--- config.mk ---
export PLATFORM = sky130hd
export DESIGN_NAME = powlib_sfifo
export DESIGN_NICKNAME = d
export VERILOG_FILES = /design/src/rtl/powlib_sfifo.sv
export SDC_FILE = /design/constraint.sdc
export NUM_CORES = 1
export LEC_CHECK = 0
export CAP_MARGIN = 20
export CORE_UTILIZATION = 45
export DETAILED_ROUTE_END_ITERATION = 7
export PLACE_DENSITY_LB_ADDON = 0.05
export SKIP_LAST_GASP = 1
export SLEW_MARGIN = 40
export SYNTH_ARGS = -nofsm -noshare
export SYNTH_HDL_FRONTEND = slang
export SYNTH_SLANG_ARGS = --single-unit
--- constraint.sdc ---
create_clock -name clk -period 4.2 [get_ports clk]
set_input_delay 1.05 -clock clk [delete_from_list [all_inputs] [get_ports clk]]
set_output_delay 1.05 -clock clk [all_outputs]
set_load 0.005 [all_outputs]
--- src/rtl/powlib_sfifo.sv ---
// powlib_sfifo: single-clock valid/ready FIFO over a circular dual-port RAM, any depth >= 2.
// Define POWLIB_SFIFO_AFULL_EN to enable the registered almost-full flag wrafull.
module powlib_sfifo #(
    parameter int W    = 16,
    parameter int D    = 8,
    parameter int WIDX = $clog2(D),
    parameter int WCNT = $clog2(D + 1),
    parameter int AFT  = 1
) (
    input  logic            clk,
    input  logic            rst,
    input  logic [W-1:0]    wrdata,
    input  logic            wrvld,
    output logic            wrrdy,
    output logic [W-1:0]    rddata,
    output logic            rdvld,
    input  logic            rdrdy,
    output logic [WCNT-1:0] cnt,
    output logic            wrafull
);
    logic [WIDX-1:0] wrptr_q, wrptr_d, rdptr_q, rdptr_d;
    logic [WCNT-1:0] cnt_q, cnt_d;
    logic            wr_x, rd_x;
    logic [W-1:0]    mem_q [D];

    if (D < 2 || AFT < 0 || AFT >= D) begin : g_param_chk
        $error("powlib_sfifo: need D >= 2 and 0 <= AFT < D");
    end

    assign wrrdy  = cnt_q != WCNT'(D);
    assign rdvld  = cnt_q != '0;
    assign wr_x   = wrvld && wrrdy;
    assign rd_x   = rdvld && rdrdy;
    assign cnt    = cnt_q;
    assign rddata = mem_q[rdptr_q];

    // Pointers wrap explicitly so depths that are not a power of two work.
    always_comb begin
        wrptr_d = wr_x ? (wrptr_q == WIDX'(D - 1) ? '0 : wrptr_q + WIDX'(1)) : wrptr_q;
        rdptr_d = rd_x ? (rdptr_q == WIDX'(D - 1) ? '0 : rdptr_q + WIDX'(1)) : rdptr_q;
        cnt_d   = (wr_x && !rd_x) ? cnt_q + WCNT'(1) :
                  (rd_x && !wr_x) ? cnt_q - WCNT'(1) : cnt_q;
    end

    always_ff @(posedge clk) begin
        if (rst) begin
            wrptr_q <= '0;
            rdptr_q <= '0;
            cnt_q   <= '0;
        end else begin
            wrptr_q <= wrptr_d;
            rdptr_q <= rdptr_d;
            cnt_q   <= cnt_d;
        end
    end

    // Storage is never cleared; reset only suppresses the write.
    always_ff @(posedge clk) begin
        if (wr_x && !rst) mem_q[wrptr_q] <= wrdata;
    end

`ifdef POWLIB_SFIFO_AFULL_EN
    logic wrafull_q;
    always_ff @(posedge clk) begin
        wrafull_q <= rst ? 1'b0 : (cnt_d >= WCNT'(D - AFT));
    end
    assign wrafull = wrafull_q;
`else
    assign wrafull = 1'b0;
`endif
endmodule

==> results of run 1 <==
==> layout by cell type (no fill, tap or decap), types with 5 or more instances in the layout <==
cell type                         count
sky130_fd_sc_hd__edfxtp_1           128
sky130_fd_sc_hd__clkdlybuf4s50_1     41
sky130_fd_sc_hd__mux4_1              28
sky130_fd_sc_hd__mux2_2              17
sky130_fd_sc_hd__clkbuf_16           17
sky130_fd_sc_hd__buf_4               15
sky130_fd_sc_hd__nor2_1              12
sky130_fd_sc_hd__dfxtp_1             11
sky130_fd_sc_hd__nand2_1              9
sky130_fd_sc_hd__a21oi_1              8
sky130_fd_sc_hd__ha_1                 7
sky130_fd_sc_hd__clkbuf_8             5
==> routing by layer <==
layer  up-vias  wire length, um  global-route usage (%)
met5         -                0                       0
met4         0              123                    7.37
met3        12              475                    5.95
met2        63             4950                    26.4
met1      1372             4470                    22.1
li1       1231                -                       -
==> sequential cells by signal, indices dropped and copies added (netlist names), named ones only <==
register	cells
wrptr_q	3
cnt	4
mem_q	128
rdptr_q	3
==> worst max-delay path: stages, from the launching register on <==
cell	delay (ps)
sky130_fd_sc_hd__dfxtp_2	310
sky130_fd_sc_hd__buf_4	460
sky130_fd_sc_hd__mux4_1	660
sky130_fd_sc_hd__mux2_2	290
sky130_fd_sc_hd__clkdlybuf4s50_1	450
==> stage by stage <==
step	area (sq um)	hold slack [ps]
final	6840	481
after floorplan	5600	454
after global routing	6840	513
after global placement	6280	479
after detailed placement	6280	480
after CTS	6840	488
==> power by group <==
part           total, mW  leakage (nW)  internal, mW  switching (mW)
sequential          1.65          1.26          1.60          0.0480
clock               1.41         0.280         0.886           0.519
combinational      0.770         0.748         0.448           0.322
total               3.82          2.29          2.94           0.889
==> path summary, 6_finish.rpt <==
kind               end  startpoint  cells after the start
min           register  rdptr_q[2]                      2
max reg2reg     cnt[3]      cnt[1]                     10
min reg2reg   register  rdptr_q[2]                      2
max          rddata[2]    register                      4
==> layout make-up <==
| class | instances | area (sq um) |
|---|---|---|
| multi-input cells | 108 | 1410 |
| well taps | 168 | 210 |
| inverters | 2 | 7.51 |
| clock inverters | 7 | 61.3 |
| clock buffers | 25 | 505 |
| repair buffers | 57 | 543 |
| fillers | 930 | 5220 |
| flip-flops and latches | 141 | 4110 |
==> cells by family (layout without fill, tap and decap cells) <==
family          after synthesis  after routing  share of synthesized area (%)
compound gates               10             10                          0.961
xor+xnor                      2              2                          0.313
fa+ha+maj                     8              8                           1.92
buf+inv                      15             91                           1.65
flops                       141            141                           73.3
mux                          50             50                           18.4
other cells                   1              1                         0.0670
simple gates                 37             37                           3.40
==> run summary, run 1 <==
The internal reg-to-reg setup slack is 1320 ps. The routed via count divided by cell count works out to 5.27. After legalization and detailed placement, the total HPWL measured 6040 um. Sequential cells were found to cover 73.3% of the synthesized design area. The number of flops mapped to enable cells by yosys was 128. The detail route stage leaves a number of antenna-violating nets equal to 0. For the worst-skew pair, the clock arrives at the later sink with an insertion delay of 410 ps.

The remaining design rule violation count was 0. At the pin with the least slew margin, the transition time is 604 ps. Sorting the synthesized cells by how often they occur yields 128 x sky130_fd_sc_hd__edfxtp_1, 28 x sky130_fd_sc_hd__mux4_1, 17 x sky130_fd_sc_hd__mux2_2. The worst voltage drop across the vdd grid is 0.320 mV. Summing over every cut layer, the via total after detailed routing is 2678. The final critical path time including I/O delays and setup is 3640 ps, and the initial antenna violation count is 0.

The number of iterations in the first detailed-routing pass was 4; the routed wire length was 10000 um. The critical path data arrival time was 2590 ps; the maximum frequency from static timing analysis was 0.274 GHz. Total die area: 12900 sq um. Data on the critical path is required at its endpoint by 3150 ps.

Global routing finished with a remaining overflow of 0. The share of post-route cells with drive strength above 1 is 20.9%. The run gives 0 as the number of warnings reported in the yosys synthesis log. sky130_fd_sc_hd__edfxtp_1 is the most common cell in the netlist. Clock tree synthesis found a total of 141 sinks. Of all nets on the critical path, the largest fanout is 32.

The critical path in this run is classified as register to output pin. Relative to the synthesized area, the layout overhead comes to 22.3%. Prior to clock tree synthesis, the placed netlist has a worst setup slack of 846 ps. TritonCTS built the clock tree.

From left edge to right edge, the die measures 114 um. The logs give 0 for the number of max-slew violations in the final report and 264 for the cell count after synthesis. At the end of the flow the core is filled with cells to 56.7%. In the synthesized netlist the async set-or-reset flop fraction comes to 0%.

In this run the count of I/O pins placed on the die edge is 43. Global routing consumed, over all layers together, 17.1% of the routing resources. The ratio of final minimum period to clock period works out to 86.8%. The power after layout is 3.82 mW, and the power density of the placed cells is 559 nW/um^2. Entering global routing, the biggest net connects 33 pins. No sink is reached through more buffers than the 2 on the longest clock path.

The smallest setup slack after layout was 556 ps; the non-filler instance count after layout was 508. Max-cap violations in this run came to 0. On the final layout, the worst clock skew is 7.67 ps.

Yosys attributes the largest share of cell area to sky130_fd_sc_hd__edfxtp_1 69%, sky130_fd_sc_hd__mux4_1 13%, sky130_fd_sc_hd__dfxtp_1 4.7%. The biggest area contributor in the post-synthesis netlist is sky130_fd_sc_hd__edfxtp_1. From bottom edge to top edge, the die measures 114 um.

Clock-pin slew was measured on the worst setup and hold paths at 50 ps. The cell area after technology mapping was 5600 sq um. The per-instance average area after synthesis came out at 21.2 sq um.

The clock tree synthesis step divided the H-tree into 4 levels. The detailed router finished its first iteration with 198 violations. The tightest min-delay check is of the register to register type. Number of global-route vias before repair: 2698. In the final design database the tool counted 355 nets. The number of port buffers was 41. For the number of antenna repair diodes, the log shows 0.

After clock tree synthesis, the repair step resized 0 gates. After clock tree synthesis, the flow added hold-fix buffers numbering 0. The kind of end point of the critical path is an output pin. The unique cell type count in the Yosys netlist was 32. For the count of final setup violators, the log shows 0. The run finished with clean final reports. The launching element type of the critical path is a register. In this run the static leakage power is 2.29 nW. The worst pin sits at a relative slew slack of 59.6%.

The summed negative setup slack over all endpoints came out at 0 ps. In this run, CTS created clock tree buffers numbering 17. In this run the biggest area consumer among cell types represents 68.7% of the synthesized area. For this run, the leading register cell type out of synthesis is sky130_fd_sc_hd__edfxtp_1. After floorplanning, the core was sized to cover 12100 sq um. The tools report the master cell of the clock root buffer as sky130_fd_sc_hd__clkbuf_16. At the end of routability-driven placement, the weighted congestion stood at 0.725. For the initial core utilization, the log shows 46.4%. Setup repair after global routing left no endpoint under its margin. The initialized floorplan defines 40 standard-cell rows.

The first global-routing pass estimated 15200 um of wire. The number of nets in the synthesized netlist is 292. In the final routed layout, each cell accounts on average for 19.7 um.

The synthesized design contains 141 register bits. The final-report hold violation count was 0; the post-CTS setup buffer count was 0. The number of placed instances, taps included, is 476.
Note: power is estimated with default switching activity, not from simulation.
==> run 2: changes to the inputs <==
--- a/config.mk
+++ b/config.mk
@@ -10,7 +10,7 @@
 export DETAILED_ROUTE_END_ITERATION = 7
 export PLACE_DENSITY_LB_ADDON = 0.05
 export SKIP_LAST_GASP = 1
-export SLEW_MARGIN = 40
+export SLEW_MARGIN = 20
 export SYNTH_ARGS = -nofsm -noshare
 export SYNTH_HDL_FRONTEND = slang
 export SYNTH_SLANG_ARGS = --single-unit
==> run summary, run 2 (same netlist as run 1, synthesis figures left out) <==
For the internal cell power, the log shows 2.94 mW (about the same). The post-CTS setup buffer count is 0 (unchanged), and the routed via count divided by cell count is 5.27 (unchanged). The number of max-slew violations in the final report was 0 (unchanged); the number of buffers on the longest clock path was 2 (unchanged). The tools report the worst setup slack after placement as 846 ps (unchanged). The total die area is 12900 sq um (unchanged), and the number of nets in the finished design is 355 (unchanged). The terminus of the critical flop-to-flop path is cnt[3]. The total CTS buffers is 17 (unchanged).

The number of core rows came out at 40 (unchanged). The register share of total power came out at 43.1% (about the same). The run finished with clean final reports.

The source-to-sink clock delay at the later pin of the worst-skew pair is 410 ps (about the same), and the final-report hold violation count is 0 (unchanged). Via total after detailed routing: 2678 (unchanged). In this run the most critical hold path is launched from rdptr_q[0].

TritonCTS built the clock tree. Leakage power summed over all cells: 2.29 nW (about the same). The worst setup path is captured at an output pin. The ratio of final minimum period to clock period is 86.8% (about the same). The total of fill cells in the finished design was 928 (-0.22%); the global-route wire length before repair was 15200 um (unchanged).

The number of cells upsized or downsized after cts was 0 (unchanged). The count of final setup violators is 0 (unchanged). The number of global-route vias before repair is 2698 (unchanged), and the total of hold buffers inserted after clock tree synthesis is 0 (unchanged). The library cell used most frequently in the layout, excluding fill and tap cells, is sky130_fd_sc_hd__edfxtp_1.

The fraction of power spent switching nets came out at 23.2% (about the same). The smallest setup slack after layout was 556 ps (-0.0540 ps). The wire length per cell was 19.7 um (unchanged). Worst hold-check path type: register to register.

The total net switching power came out at 889 uW (unchanged). In the layout the commonest cells are 128 x sky130_fd_sc_hd__edfxtp_1, 41 x sky130_fd_sc_hd__clkdlybuf4s50_1, 28 x sky130_fd_sc_hd__mux4_1. The run gives 0 (unchanged) as the number of antenna repair diodes.

The number of sinks handled by clock tree synthesis was 141 (unchanged). The launching element type of the critical path is a register. The flip-flop count of the largest register after layout was 128 (unchanged); the number of instances on the worst hold path was 2 (unchanged).

The area added between synthesis and finish was 22.3% (about the same). The run gives 0 (unchanged) as the total grt overflow. The tools report the number of DRC markers in iteration 0 as 198 (unchanged). The run gives 0.320 mV (unchanged) as the worst voltage drop across the vdd grid.

The master cell of the clock root buffer is sky130_fd_sc_hd__clkbuf_16. Clock skew: 7.67 ps (unchanged). Counting flops per register, the top entry is mem_q. The run gives 56.7% (about the same) as the utilization after layout. The tools report the number of iterations in the first detailed-routing pass as 4 (unchanged).

The run gives 17.1% (unchanged) as the aggregate global-route resource usage. The internal reg-to-reg setup slack is 1320 ps (about the same). The floorplan die width is 114 um (unchanged), and the placeable core area is 12100 sq um (unchanged). The initial core utilization was 46.4% (unchanged); the number of port buffers was 41 (unchanged). For the count of boundary I/O pins, the log shows 43 (unchanged). The tools report the data required time of the worst path as 3150 ps (about the same).

Setup repair after global routing left no endpoint under its margin. The maximum net fanout on the critical path is 32 (unchanged), and the initial antenna violation count is 0 (unchanged). The run gives 0.274 GHz (about the same) as the maximum frequency from static timing analysis. The tools report the relative slew slack as 36.0% (-24 points). The start-to-end type of the worst setup path was register to output pin.

The logic depth of the worst register-to-register path is 10 (unchanged), and the number of routed nets with antenna violations is 0 (unchanged). The die span in y is 114 um (unchanged). Power density of the placed cells: 559 nW/um^2 (about the same).

The clock share of power was 36.8% (about the same); the maximum number of pins on one net before global-route repair was 33 (unchanged). The measured slew at the worst slew-check pin is 959 ps (+354 ps), and the number of H-tree levels is 4 (unchanged). Remaining design rule violation count: 0 (unchanged). The relative contribution of combinational cells to total power was 20.1% (about the same). The share of post-route cells with drive strength above 1 was 20.6% (-0.29 points); the summed negative setup slack over all endpoints was 0 ps (unchanged). The final critical path time including I/O delays and setup works out to 3640 ps (+0.0540 ps).

In this run the critical register-to-register path is launched from cnt[1]. The logs give 2590 ps (about the same) for the critical path data arrival time and 6040 um (unchanged) for the total half-perimeter wirelength after legalization and detailed placement. The logs give 0.725 (unchanged) for the placer's final routability congestion estimate and 10000 um (unchanged) for the routed wire length.

The clock-pin slew reported for the worst setup and hold paths after clock tree synthesis was 50 ps (about the same); the count of maximum capacitance violations was 0 (unchanged).
[run 2: cell counts in the layout (fill, tap and decap cells not counted)]
No cell type changed its count.
[run 2: stage by stage]
stage | area [sq um] | total power [mW] | cells | hold WS (ps)
5_1_grt | 6840 | 3.99 | 508 | 513
2_1_floorplan | 5600 | 2.16 | 264 | 454
4_1_cts | 6840 | 3.87 | 508 | 488
3_5_place_dp | 6280 | 2.46 | 476 | 480
3_3_place_gp | 6280 | 2.45 | 476 | 479
6_report | 6840 | 3.82 | 508 | 485
[run 2: critical path, cell delays in order (launching register included)]
cell	delay, ps
sky130_fd_sc_hd__dfxtp_2	310
sky130_fd_sc_hd__buf_4	460
sky130_fd_sc_hd__mux4_1	660
sky130_fd_sc_hd__mux2_2	290
sky130_fd_sc_hd__clkdlybuf4s50_1	450
[run 2: how the worst max path moves through the flow]
stage,startpoint,end
2_1_floorplan,wrvld,mem_q[0][0]
3_3_place_gp,wrvld,mem_q[0][11]
3_5_place_dp,wrvld,cnt[3]
4_1_cts,register,rddata[7]
5_1_grt,register,rddata[5]
6_report,register,rddata[2]
[run 2: power by group through the flow]
stage                     Clock [mW]  Sequential, mW  Combinational, mW
final                           1.41            1.65              0.770
after global routing            1.49            1.66              0.844
after CTS                       1.44            1.65              0.786
after detailed placement           0            1.68              0.782
after global placement             0            1.68              0.776
after floorplan                    0            1.67              0.496
[run 2: routing by layer]
layer  up-vias  track usage (%)  part of all wire (%)
li1       1231                -                     -
met1      1372             22.1                    45
met2        63             26.4                    49
met3        12             5.95                   4.7
met4         0             7.37                   1.2
met5         -                0                     0
[run 2: cell type report]
| type | instances | area (sq um) | share of cell area (%) |
|---|---|---|---|
| multi-input combinational | 108 | 1410 | 20.6 |
| clock inverter | 7 | 61.3 | 0.896 |
| sequential | 141 | 4110 | 60.0 |
| tap | 168 | 210 | 3.07 |
| clock buffer | 25 | 505 | 7.39 |
| timing repair buffer | 57 | 543 | 7.94 |
| inverter | 2 | 7.51 | 0.110 |
==> run 3: changes to the inputs <==
--- a/config.mk
+++ b/config.mk
@@ -6,6 +6,8 @@
 export NUM_CORES = 1
 export LEC_CHECK = 0
 export CAP_MARGIN = 20
+export CELL_PAD_IN_SITES_DETAIL_PLACEMENT = 1
+export CELL_PAD_IN_SITES_GLOBAL_PLACEMENT = 1
 export CORE_UTILIZATION = 45
 export DETAILED_ROUTE_END_ITERATION = 7
 export PLACE_DENSITY_LB_ADDON = 0.05
==> run summary, run 3 (same netlist as run 1, synthesis figures left out) <==
The flow ran to the end, and the final reports show no timing, DRC or antenna violations. TritonCTS built the clock tree. The maximum frequency from static timing analysis came out at 0.276 GHz (+0.75%). The number of port buffers was 41 (unchanged); the critical path data arrival time was 2570 ps (-20 ps). The number of sinks handled by clock tree synthesis is 141 (unchanged). The top cell types in the final layout, fill and taps aside, are 128 x sky130_fd_sc_hd__edfxtp_1, 41 x sky130_fd_sc_hd__clkdlybuf4s50_1, 28 x sky130_fd_sc_hd__mux4_1.

STA classifies the critical path startpoint as a register. The number of buffers on the longest clock path is 2 (unchanged). The remaining design rule violation count is 0 (unchanged), and the leakage power summed over all cells is 2.30 nW (+0.32%). More flip-flops sit in one register than any other, and that register is mem_q. The wire length per cell came out at 21.3 um (+8.0%).

The global-route wire length before repair is 16600 um (+8.9%), and the power after layout is 4.00 mW (+4.7%). The start-to-end type of the worst setup path is register to output pin. The ratio of final minimum period to clock period works out to 86.1% (-0.64 points). The via total after detailed routing was 2720 (+1.6%). The summed negative setup slack over all endpoints came out at 0 ps (unchanged). The library cell used most frequently in the layout, excluding fill and tap cells, is sky130_fd_sc_hd__edfxtp_1. Relative slew slack: 39.3% (+3.2 points).

The master of the slowest instance on the critical path is sky130_fd_sc_hd__mux4_1. The clock share of power is 39.1% (+2.3 points), and the total CTS buffers is 17 (unchanged). The die span in y was 114 um (unchanged); the total of hold buffers inserted after clock tree synthesis was 0 (unchanged).

The total grt overflow was 0 (unchanged); the number of iterations in the first detailed-routing pass was 4 (unchanged). Measured slew at the worst slew-check pin: 910 ps (-48.6 ps). The maximum number of pins on one net before global-route repair is 33 (unchanged), and the initial core utilization is 46.4% (unchanged). The number of DRC markers in iteration 0 is 135 (-32%), and the floorplan die width is 114 um (unchanged). For the number of max-slew violations in the final report, the log shows 0 (unchanged). The placer's final routability congestion estimate is 0.718 (-1.0%). The maximum net fanout on the critical path was 10 (-69%); the post-CTS setup buffer count was 0 (unchanged). The critical path goes through buf_4 > mux4_1 > mux2_2 > clkdlybuf4s50_1.

The delay of the slowest cell on the worst path came out at 570 ps (-90 ps). The area added between synthesis and finish was 23.2%; the fraction of power spent switching nets was 23.7% (+0.51 points). The number of H-tree levels was 4 (unchanged); the number of nets in the finished design was 354 (-0.28%). The data required time of the worst path is 3150 ps (about the same). The final-report hold violation count is 0 (unchanged). The number of antenna repair diodes is 0 (unchanged), and the register share of total power is 41.7% (-1.4 points). The root buffer cell chosen for the clock tree is sky130_fd_sc_hd__clkbuf_16.

The count of boundary I/O pins was 43 (unchanged). The run gives 10800 um (+7.8%) as the routed wire length. The power density of the placed cells is 581 nW/um^2 (+4.0%), and the flip-flop count of the largest register after layout is 128 (unchanged). The number of cells upsized or downsized after cts was 0 (unchanged). In this run the worst hold path is classified as register to register. For the clock skew, the log shows 5.42 ps (-2.25 ps). The total die area is 12900 sq um (unchanged). Setup repair after global routing left no endpoint under its margin. The number of global-route vias before repair was 2890 (+7.1%). The logs give 12100 sq um (unchanged) for the placeable core area and 0 (unchanged) for the number of routed nets with antenna violations. The final critical path time including I/O delays and setup was 3620 ps (-27.0 ps). For the total half-perimeter wirelength after legalization and detailed placement, the log shows 6780 um (+12%).

The logs give 19.2% (-0.9 points) for the relative contribution of combinational cells to total power and 40 (unchanged) for the number of core rows. The worst setup path is captured at an output pin. The aggregate global-route resource usage is 18.6% (+1.5 points). The total net switching power came out at 951 uW (+7.0%). The routed via count divided by cell count was 5.36 (+1.8%); the clock-pin slew reported for the worst setup and hold paths after clock tree synthesis was 60 ps (about the same).

Initial antenna violation count: 0 (unchanged). The worst voltage drop across the vdd grid was 0.312 mV (-2.5%); the count of maximum capacitance violations was 0 (unchanged). The count of final setup violators was 0 (unchanged); the source-to-sink clock delay at the later pin of the worst-skew pair was 410 ps (about the same). The internal cell power was 3.05 mW (+4.0%). Share of post-route cells with drive strength above 1: 21.2% (+0.65 points).
[run 3: cell count changes in the layout (fill, tap and decap cells not counted), sizes merged]
cell      delta
clkbuf       -7
clkinv       +1
clkinvlp     +3
bufinv       +3
buf          -1
[run 3: power by group through the flow]
stage          clock, mW  combinational, mW  sequential [mW]
2_1_floorplan          0              0.496             1.67
3_3_place_gp           0              0.767             1.70
5_1_grt             1.64              0.842             1.68
4_1_cts             1.59              0.787             1.67
6_report            1.56              0.770             1.67
3_5_place_dp           0              0.783             1.70
[run 3: worst paths after layout]
check | slack, ps | end | startpoint | cells past startpoint
max | 580 | rddata[4] | register | 4
min | 490 | register | rdptr_q[1] | 2
max reg2reg | 1340 | cnt[3] | cnt[1] | 10
min reg2reg | 490 | register | rdptr_q[1] | 2
[run 3: critical path, delay by kind of cell (launching register included)]
kind | cells | cell delay, ps
buffers and inverters | 2 | 720
DFF | 1 | 560
muxes | 2 | 870
[run 3: stage by stage]
step | setup slack (ps) | cell area [sq um] | cells | hold slack, ps | utilization, %
CTS | 527 | 6890 | 507 | 494 | 57.1
floorplan | 1150 | 5600 | 264 | 454 | -
finish | 583 | 6890 | 507 | 485 | 57.1
global placement | 857 | 6270 | 475 | 475 | 52.0
global route | 480 | 6890 | 507 | 515 | 57.1
detailed placement | 768 | 6270 | 475 | 481 | 52.0
[run 3: routing by layer]
metal  vias to the layer above  routed length [um]  track usage (%)
li1                       1225                   -                -
met1                      1415                4600             23.6
met2                        63                5500             30.6
met3                        17                 485             4.14
met4                         0                 215             9.12
met5                         -                   0                0
[run 3: final cells by class]
cell class                 count  area [sq um]
tap                          168           210
inverter                       2          7.51
sequential                   141          4110
clock buffer                  18           429
multi-input combinational    108          1410
clock inverter                14           195
timing repair buffer          56           536
fill                        1066          5170
